<file path="config.mk">
export PLATFORM = sky130hd
export DESIGN_NAME = vload_unit
export DESIGN_NICKNAME = d
export VERILOG_FILES = /design/src/rtl/vregs_pkg.sv /design/src/rtl/vload_agen.sv /design/src/rtl/vload_unit.sv
export SDC_FILE = /design/constraint.sdc
export NUM_CORES = 1
export LEC_CHECK = 0
export BUFFER_PORTS_ARGS = -buffer_cell sky130_fd_sc_hd__buf_4
export CAP_MARGIN = 20
export CORE_UTILIZATION = 40
export CTS_BUF_LIST = sky130_fd_sc_hd__clkbuf_4
export CTS_CLUSTER_SIZE = 25
export DETAILED_ROUTE_END_ITERATION = 12
export PLACE_DENSITY = 0.66
export SYNTH_ARGS = -nofsm -noshare
export SYNTH_HDL_FRONTEND = slang
export SYNTH_HIERARCHICAL = 1
export SYNTH_SLANG_ARGS = --single-unit
</file>
<file path="constraint.sdc">
create_clock -name clk -period 11.7 [get_ports clk]
set_clock_uncertainty 0.05 [all_clocks]
set_input_delay 1.17 -clock clk [delete_from_list [all_inputs] [get_ports clk]]
set_output_delay 1.17 -clock clk [all_outputs]
set_load 0.02 [all_outputs]
</file>
<file path="src/rtl/vregs_pkg.sv">
`default_nettype none
// ============================================================================
// Module      : vregs_pkg
// Description : Vector register file geometry and vector-load state encoding.
// Revision    : 1.0
// ============================================================================
package vregs_pkg;

    localparam int NUM_VREGS = 16;
    localparam int VLEN      = 16;
    localparam int ELEM_W    = 16;
    localparam int VREG_W    = VLEN * ELEM_W;
    localparam int VIDX_W    = 4;

    typedef enum logic [1:0] {
        VL_IDLE  = 2'd0,
        VL_FETCH = 2'd1,
        VL_DRAIN = 2'd2,
        VL_WRITE = 2'd3
    } vload_state_e;

endpackage
`default_nettype wire

</file>
<file path="src/rtl/vload_agen.sv">
`default_nettype none
// ============================================================================
// Module      : vload_agen
// Description : Strided address generator for vector loads; owns addr/idx.
// Revision    : 1.0
// ============================================================================
module vload_agen #(
    parameter int AW = 16,
    parameter int IW = 4
) (
    input  logic          clk,
    input  logic          rst,
    input  logic          start_i,
    input  logic          step_i,
    input  logic [AW-1:0] base_i,
    input  logic [AW-1:0] stride_i,
    input  logic [IW-1:0] len_i,
    output logic          mem_ren_o,
    output logic [AW-1:0] mem_raddr_o,
    output logic [IW-1:0] idx_o,
    output logic          last_o
);

    logic [AW-1:0] addr_q, addr_d;
    logic [IW-1:0] idx_q, idx_d;

    // Address arithmetic is plain unsigned AW-bit addition: wrap is silent.
    always_comb begin
        addr_d = addr_q;
        idx_d  = idx_q;
        if (start_i) begin
            addr_d = base_i;
            idx_d  = '0;
        end else if (step_i) begin
            addr_d = addr_q + stride_i;
            idx_d  = idx_q + IW'(1);
        end
    end

    always_ff @(posedge clk or posedge rst) begin
        if (rst) begin
            addr_q <= '0;
            idx_q  <= '0;
        end else begin
            addr_q <= addr_d;
            idx_q  <= idx_d;
        end
    end

    assign mem_ren_o   = step_i;
    assign mem_raddr_o = addr_q;
    assign idx_o       = idx_q;
    assign last_o      = (idx_q == len_i);

endmodule
`default_nettype wire

</file>
<file path="src/rtl/vload_unit.sv">
`default_nettype none
// ============================================================================
// Module      : vload_unit
// Description : Gathers up to NELEM strided elements and writes one vector reg.
// Revision    : 1.0
// ============================================================================
module vload_unit
    import vregs_pkg::*;
#(
    parameter int NELEM = VLEN,
    parameter int EW    = ELEM_W,
    parameter int AW    = 16,
    parameter int RW    = VIDX_W
) (
    input  logic                clk,
    input  logic                rst,
    input  logic                req_valid,
    output logic                req_ready,
    input  logic [AW-1:0]       req_base,
    input  logic [AW-1:0]       req_stride,
    input  logic [RW-1:0]       req_vd,
    input  logic [3:0]          req_len,
    output logic                mem_ren,
    output logic [AW-1:0]       mem_raddr,
    input  logic [EW-1:0]       mem_rdata,
    output logic                wEn,
    output logic [RW-1:0]       wAddr,
    output logic [3:0]          wLen,
    output logic [NELEM*EW-1:0] wData,
    output logic                busy,
    output logic                done
);

    localparam int IW = 4;

    vload_state_e state_q, state_d;

    logic [AW-1:0]       stride_q;
    logic [RW-1:0]       vd_q;
    logic [IW-1:0]       len_q;
    logic                cap_vld_q;
    logic [IW-1:0]       cap_idx_q;
    logic [NELEM*EW-1:0] buf_q, buf_d;

    logic          accept;
    logic          fetch;
    logic          last;
    logic [IW-1:0] idx;

    always_comb begin
        state_d   = state_q;
        req_ready = 1'b0;
        busy      = 1'b1;
        wEn       = 1'b0;
        done      = 1'b0;
        fetch     = 1'b0;
        accept    = 1'b0;
        case (state_q)
            VL_IDLE: begin
                req_ready = 1'b1;
                busy      = 1'b0;
                if (req_valid) begin
                    accept  = 1'b1;
                    state_d = VL_FETCH;
                end
            end
            VL_FETCH: begin
                fetch = 1'b1;
                if (last) begin
                    state_d = VL_DRAIN;
                end
            end
            VL_DRAIN: begin
                state_d = VL_WRITE;
            end
            VL_WRITE: begin
                wEn     = 1'b1;
                done    = 1'b1;
                state_d = VL_IDLE;
            end
            default: begin
                state_d = VL_IDLE;
            end
        endcase
    end

    always_ff @(posedge clk or posedge rst) begin
        if (rst) begin
            state_q <= VL_IDLE;
        end else begin
            state_q <= state_d;
        end
    end

    vload_agen #(
        .AW (AW),
        .IW (IW)
    ) u_agen (
        .clk         (clk),
        .rst         (rst),
        .start_i     (accept),
        .step_i      (fetch),
        .base_i      (req_base),
        .stride_i    (stride_q),
        .len_i       (len_q),
        .mem_ren_o   (mem_ren),
        .mem_raddr_o (mem_raddr),
        .idx_o       (idx),
        .last_o      (last)
    );

    // Read data lags the strobe by one cycle, so the slot index travels with it.
    always_comb begin
        buf_d = buf_q;
        if (accept) begin
            buf_d = '0;
        end else if (cap_vld_q) begin
            for (int i = 0; i < NELEM; i++) begin
                if (cap_idx_q == IW'(i)) begin
                    buf_d[i*EW +: EW] = mem_rdata;
                end
            end
        end
    end

    always_ff @(posedge clk or posedge rst) begin
        if (rst) begin
            stride_q  <= '0;
            vd_q      <= '0;
            len_q     <= '0;
            cap_vld_q <= 1'b0;
            cap_idx_q <= '0;
            buf_q     <= '0;
        end else begin
            if (accept) begin
                stride_q <= req_stride;
                vd_q     <= req_vd;
                len_q    <= req_len;
            end
            cap_vld_q <= fetch;
            cap_idx_q <= idx;
            buf_q     <= buf_d;
        end
    end

    assign wAddr = vd_q;
    assign wLen  = len_q;
    assign wData = buf_q;

endmodule
`default_nettype wire

</file>
==> results of run 1 <==
==> routing by layer <==
metal,GRT usage (%),up-vias,part of all wire [%]
li1,-,4758,-
met1,29.87,5083,43
met2,37.92,353,48
met3,5.615,78,6.6
met4,9.869,0,3.1
met5,0,-,0
==> layout make-up <==
type,instances,area [sq um],area share (%)
flip-flops and latches,307,7682,44.36
well taps,442,553.0,3.193
clock inverters,21,136.4,0.7875
multi-input cells,794,5311,30.67
diodes,1,2.502,0.01445
clock buffers,119,893.4,5.158
repair buffers,352,2695,15.56
inverters,10,45.04,0.2601
==> cell usage in the layout, fill, tap and decap left out, drive strengths merged, types with 2 or more instances in the layout <==
| cell | n |
|---|---|
| nor2 | 11 |
| or3 | 3 |
| a31oi | 2 |
| nand4 | 2 |
| inv | 11 |
| nor2b | 5 |
| xor2 | 8 |
| clkbuf | 119 |
| o21bai | 2 |
| a21o | 6 |
| nand2 | 371 |
| clkinv | 18 |
| mux2i | 263 |
| buf | 352 |
| and3b | 3 |
| nand2b | 5 |
| nor3b | 7 |
| bufinv | 2 |
| xnor2 | 8 |
| a31o | 3 |
| nand3b | 2 |
| o211ai | 3 |
| o21ai | 21 |
| a211oi | 3 |
| a21oi | 15 |
| dfrtp | 307 |
| nand3 | 6 |
| nor3 | 4 |
| and3 | 3 |
| ha | 21 |
==> worst paths after layout <==
check / to / slack (ns) / cells after the start
hold / removal: wAddr[0]$_DFFE_PP0P_ / 0.43 / 2
setup / recovery: wData[22]$_DFFE_PP0P_ / 7.94 / 7
setup reg to reg: wData[22]$_DFFE_PP0P_ / 7.94 / 7
min in group asynchronous: stride_q[14]$_DFFE_PP0P_ / 0.62 / 2
max in group asynchronous: wData[34]$_DFFE_PP0P_ / 9.37 / 3
hold reg to reg: wAddr[0]$_DFFE_PP0P_ / 0.43 / 2
==> cell usage after synthesis, drive strengths merged, types with 2 or more instances <==
library cell	instances
nand2	371
dfrtp	307
mux2i	263
buf	54
clkbuf	30
ha	21
o21ai	21
a21oi	15
nor2	11
inv	10
xnor2	8
xor2	8
nor3b	7
a21o	6
nand3	6
nand2b	5
nor2b	5
nor3	4
a211oi	3
a31o	3
and3	3
and3b	3
o211ai	3
or3	3
a31oi	2
nand3b	2
nand4	2
o21bai	2
==> state kept, by name, summed over array words and instances, names as in the netlist <==
signal and count:
cap_idx_q 4, u_agen/idx_o 4, stride_q 16, wLen 4, cap_vld_q 1, wAddr 4
u_agen/mem_raddr_o 16, wData 256, state_q 2
==> critical path, stage by stage, from the launching register on <==
cell,delay (ns)
dfrtp_1,0.38
inv_1,0.10
ha_1,0.28
nand2_4,0.23
buf_4,0.71
buf_4,0.83
nand2_1,0.65
mux2i_1,0.31
==> power by group through the flow <==
stage | clock, mW | combinational, mW | sequential [mW]
4_1_cts | 0.985 | 1.73 | 1.53
2_1_floorplan | 0 | 0.822 | 1.78
3_3_place_gp | 0 | 1.69 | 1.54
5_1_grt | 1.04 | 1.87 | 1.57
3_5_place_dp | 0 | 1.72 | 1.55
6_report | 0.951 | 1.73 | 1.54
==> kinds of logic after synthesis <==
family | synth area share, %
AO/OA/AOI/OAI | 3.079
adder cells (fa/ha/maj) | 2.096
AND/OR/NAND/NOR | 13.50
flip-flops | 56.95
multiplexers | 19.60
buffers and inverters | 3.738
XOR/XNOR | 1.039
==> stage by stage <==
step | worst slack [ns] | total power [mW]
after CTS | 7.932 | 4.246
after floorplan | 2.559 | 2.602
after detailed placement | 7.447 | 3.272
final | 7.939 | 4.215
after global placement | 7.507 | 3.234
after global routing | 7.660 | 4.479
==> out/qor.csv, run 1 <==
stage;metric;value;unit
clock_network;clk_latency;0.71;ns
yosys;synth_top_area_share;56.95;%
timing;timing.fmax;265.9;MHz
timing;setup_viol;0;
critical_path;worstSetupPathType;reg2reg;
timing;rsz0062_at_grt;no;
clock_network;hold_buffers;0;
floorplanning;die_area;34460;sq um
timing;fin_setup_tns;0;ns
placement;dp.cells;1902;
global_routing;grt_max_degree;132;
critical_path;cp_max_fo;88;
yosys;synth.area.top_cells;dfrtp_1 57%, mux2i_1 20%, nand2_1 10%;
yosys;synth_edf_count;0;
power;peakVddDrop;0.1609;mV
floorplanning;ios;344;
floorplanning;start_util;41.05;%
critical_path;r2r-start;state_q[0]$_DFFE_PP0P_;
power;p_sw;1.696;mW
final_layout;area_delta_synth_final;28.38;%
timing;tightest_slew;1.056;ns
power;power_frac_clock;22.6;%
clock_network;cts_tree;built;
final_layout;utilization;52.70;%
clock_network;cts_resized;0;
power;combPwrFrac;41.0;%
floorplanning;die_h;185.6;um
yosys;yosysUniqueCellTypes;60;
timing;slew_headroom;29.42;%
yosys;ys_ff_latch;307;
power;pwr_density_cell;243.4;nW/um^2
global_routing;grt_overflow;0;
global_routing;track_usage;23.39;%
clock_network;post_cts_buffers;0;
detailed_routing;routed_wl;40470;um
hold_path;hold_path_startpoint;wAddr[0]$_DFFE_PP0P_;
timing;period_needed;3.761;ns
detailed_routing;wl_per_cell;19.78;um
timing;holdWs;0.4295;ns
clock_network;cts.path.max_buffers;3;
critical_path;crit_required;12.25;ns
clock_network;clock-sinks;307;
job;cap_viol_max_count;0;
yosys;yosysWarnings;6;
final_layout;fillCellCount;3059;
detailed_routing;viasPerCell;5.021;
final_layout;nNetsFinal;1628;
global_routing;grt_first_pass_wirelength;60270;um
yosys;synth_area_leader_cell;dfrtp_1;
clock_network;cts.clk_slew.worst_paths;0.06;ns
floorplanning;die_w;185.6;um
placement;portBuffers;343;
power;p_sw_share;40.24;%
final_layout;drive_gt1_share;31.50;%
critical_path;startpoint_type;flop;
detailed_routing;drcViolationCount;0;
timing;drv_slew;0;
floorplanning;rows;66;
critical_path;crit_arrival;4.31;ns
power;internal-power;2.519;mW
clock_network;numCtsBuffers;82;
final_layout;finalNonFillerCells;2046;
hold_path;hp-class;reg2reg;
floorplanning;core_area;32870;sq um
global_routing;grt_pass1_vias;10160;
detailed_routing;drt_pass1_iterations;5;
yosys;syn_avg_cell_area;11.29;sq um
detailed_routing;ant_nets;0;
clock_network;htreeDepth;3;
detailed_routing;drt_iter0_markers;530;
final_layout;finish.instance_area;17320;sq um
yosys;async_flop_share;100.0;%
placement;place_hpwl;26620;um
yosys;syn-cell-area;13490;sq um
yosys;yosysSeqAreaShare;56.95;%
yosys;syn_nets;1276;
power;p_seq_share;36.4;%
clock_network;cts_root_buffer;clkbuf_4;
power;power_leakage;10.29;nW
yosys;synth_flop_cell;dfrtp_1;
critical_path;crit_start;state_q[0]$_DFFE_PP0P_;
global_routing;antenna_found_initial;1;
timing;hold_violations;0;
placement;placed_cell_area;16210;sq um
timing;period_share;32.14;%
status;status;finished clean;
critical_path;end_kind;flop;
placement;gp_congestion;0.7862;
yosys;netlist_instances;1195;
detailed_routing;num_vias;10270;
Power figures use the tool's default switching activity.
==> inputs of run 2 (changes only) <==
Clock period 11.7 ns to 3.6 ns, I/O delays scaled along.
==> out/qor.csv, run 2 (synthesis gave the netlist of run 1 again) <==
stage;metric;value;unit
final_layout;drive_gt1_share;31.29;%
critical_path;startpoint_type;flop;
final_layout;nNetsFinal;1678;
final_layout;mostFrequentLayoutCell;nand2_1;
clock_network;hold_buffers;42;
global_routing;met3_usage;5.713;%
final_layout;fillCellCount;2964;
placement;dp.cells;1912;
global_routing;met1_usage;30.64;%
critical_path;critical_path.max_stage_delay;0.55;ns
global_routing;use_met2;38.46;%
power;p_seq_share;36.7;%
power;internal-power;8.091;mW
global_routing;grt_overflow;0;
critical_path;r2r-start;state_q[1]$_DFFE_PP0P_;
detailed_routing;wl_per_cell;19.42;um
power;pwr_density_cell;766.9;nW/um^2
status;status;finished clean;
global_routing;grt_first_pass_wirelength;61390;um
final_layout;area_delta_synth_final;31.59;%
critical_path;end_kind;flop;
clock_network;post_cts_buffers;0;
placement;place_hpwl;26820;um
timing;slew_headroom;29.81;%
placement;placed_cell_area;16360;sq um
critical_path;cp_cell_sequence;inv_1, ha_1, nand2_4, buf_12, nand2_1, mux2i_1;
global_routing;grt-busiest-layer;met2;
final_layout;finish.instance_area;17750;sq um
critical_path;cp_max_fo;115;
timing;hold_violations;0;
floorplanning;die_h;185.6;um
critical_path;cp_num_buf_inv;2;
clock_network;cts_tree;built;
clock_network;cts_root_buffer;clkbuf_4;
final_layout;finalNonFillerCells;2093;
global_routing;antenna_found_initial;2;
detailed_routing;ant_nets;0;
power;power_leakage;10.49;nW
floorplanning;die_area;34460;sq um
hold_path;hp-class;in2reg;
clock_network;cts.clk_slew.worst_paths;0.06;ns
power;peakVddDrop;0.3887;mV
power;p_sw_share;40.57;%
floorplanning;die_w;185.6;um
power;combPwrFrac;41.7;%
timing;period_share;75.40;%
detailed_routing;drcViolationCount;0;
timing;tightest_slew;1.050;ns
timing;fin_setup_tns;0;ns
timing;period_needed;2.714;ns
detailed_routing;drt_iter0_markers;622;
floorplanning;start_util;41.05;%
timing;timing.fmax;368.4;MHz
placement;gp_congestion;0.8535;
clock_network;htreeDepth;3;
clock_network;clk_latency;0.69;ns
global_routing;track_usage;23.67;%
clock_network;clock-sinks;307;
floorplanning;core_area;32870;sq um
critical_path;crit_slowest_cell;nand2_1;
timing;setup_slack;0.8857;ns
placement;dp_slack;0.9031;ns
timing;drv_slew;0;
final_layout;largest_register_ffs;256;
detailed_routing;viasPerCell;4.959;
critical_path;crit_start;state_q[1]$_DFFE_PP0P_;
timing;setup_viol;0;
global_routing;grt_max_degree;116;
floorplanning;ios;344;
final_layout;layout_common_cells;358 x nand2_1, 353 x buf_4, 307 x dfrtp_1, 263 x mux2i_1, 119 x clkbuf_4;
detailed_routing;routed_wl;40650;um
clock_network;cts_resized;0;
critical_path;crit_arrival;3.26;ns
hold_path;hold_path_startpoint;mem_rdata[5];
clock_network;cts.path.max_buffers;3;
critical_path;worstSetupPathType;reg2reg;
critical_path;crit_required;4.14;ns
critical_path;crit_family;simple AND/OR/NAND/NOR gates;
clock_network;numCtsBuffers;83;
detailed_routing;drt_pass1_iterations;5;
floorplanning;rows;66;
detailed_routing;num_vias;10380;
timing;rsz0062_at_grt;no;
power;p_sw;5.524;mW
placement;portBuffers;343;
job;cap_viol_max_count;0;
power;power_frac_clock;21.6;%
global_routing;grt_pass1_vias;10610;
==> run 2: cell count changes in the layout (fill, tap and decap cells not counted) <==
cell,delta
clkinv_2,+3
dlygate4sd3_1,+42
inv_2,+3
diode_2,+1
clkinvlp_4,+2
buf_16,-2
buf_12,+5
bufinv_16,-2
inv_8,-1
buf_4,+4
clkinv_4,-1
clkinv_1,-7
==> run 2: tightest hold or removal path: cells and delay by family <==
kind | cells | cell delay [ns]
buffers and inverters | 2 | 0.30
multiplexers | 1 | 0.15
AND/OR/NAND/NOR | 1 | 0.04
==> run 2: path summary, 6_finish.rpt <==
check                                         end  slack, ns  cells after the start
max in group asynchronous   wData[34]$_DFFE_PP0P_       2.29                      4
min in group asynchronous  wData[180]$_DFFE_PP0P_       0.35                      3
setup reg to reg           wData[138]$_DFFE_PP0P_       0.89                      6
setup / recovery           wData[138]$_DFFE_PP0P_       0.89                      6
hold reg to reg              wAddr[2]$_DFFE_PP0P_       0.43                      2
hold / removal              wData[85]$_DFFE_PP0P_       0.16                      4
==> run 2: per-layer routing <==
layer,wire (um),vias to the layer above
met3,2489,74
li1,-,4824
met5,0,-
met2,19440,339
met4,1124,0
met1,17590,5142
==> run 2: through the flow <==
step	hold WS (ns)	total power, mW	utilization (%)
finish	0.1577	13.61	54.01
CTS	0.1008	13.73	54.00
global placement	0.4113	10.58	49.77
floorplan	0.2738	8.459	-
global route	0.09382	14.51	54.01
detailed placement	0.4140	10.70	49.77
==> run 2: area by class of cell <==
cell class                      instances  area [sq um]  area share, %
Timing Repair Buffer                  401          3191          17.97
Clock inverter                         18         75.07         0.4229
Tap cell                              442         553.0          3.115
Inverter                               10         41.29         0.2326
Sequential cell                       307          7682          43.28
Multi-Input combinational cell        794          5311          29.92
Antenna cell                            2         5.005        0.02819
Clock buffer                          119         893.4          5.032
==> run 2: power groups by stage <==
stage | clock, mW | sequential [mW] | combinational, mW
3_5_place_dp | 0 | 5.05 | 5.65
4_1_cts | 3.03 | 5.00 | 5.70
6_report | 2.93 | 5.00 | 5.68
5_1_grt | 3.24 | 5.10 | 6.17
3_3_place_gp | 0 | 5.03 | 5.55
2_1_floorplan | 0 | 5.79 | 2.67
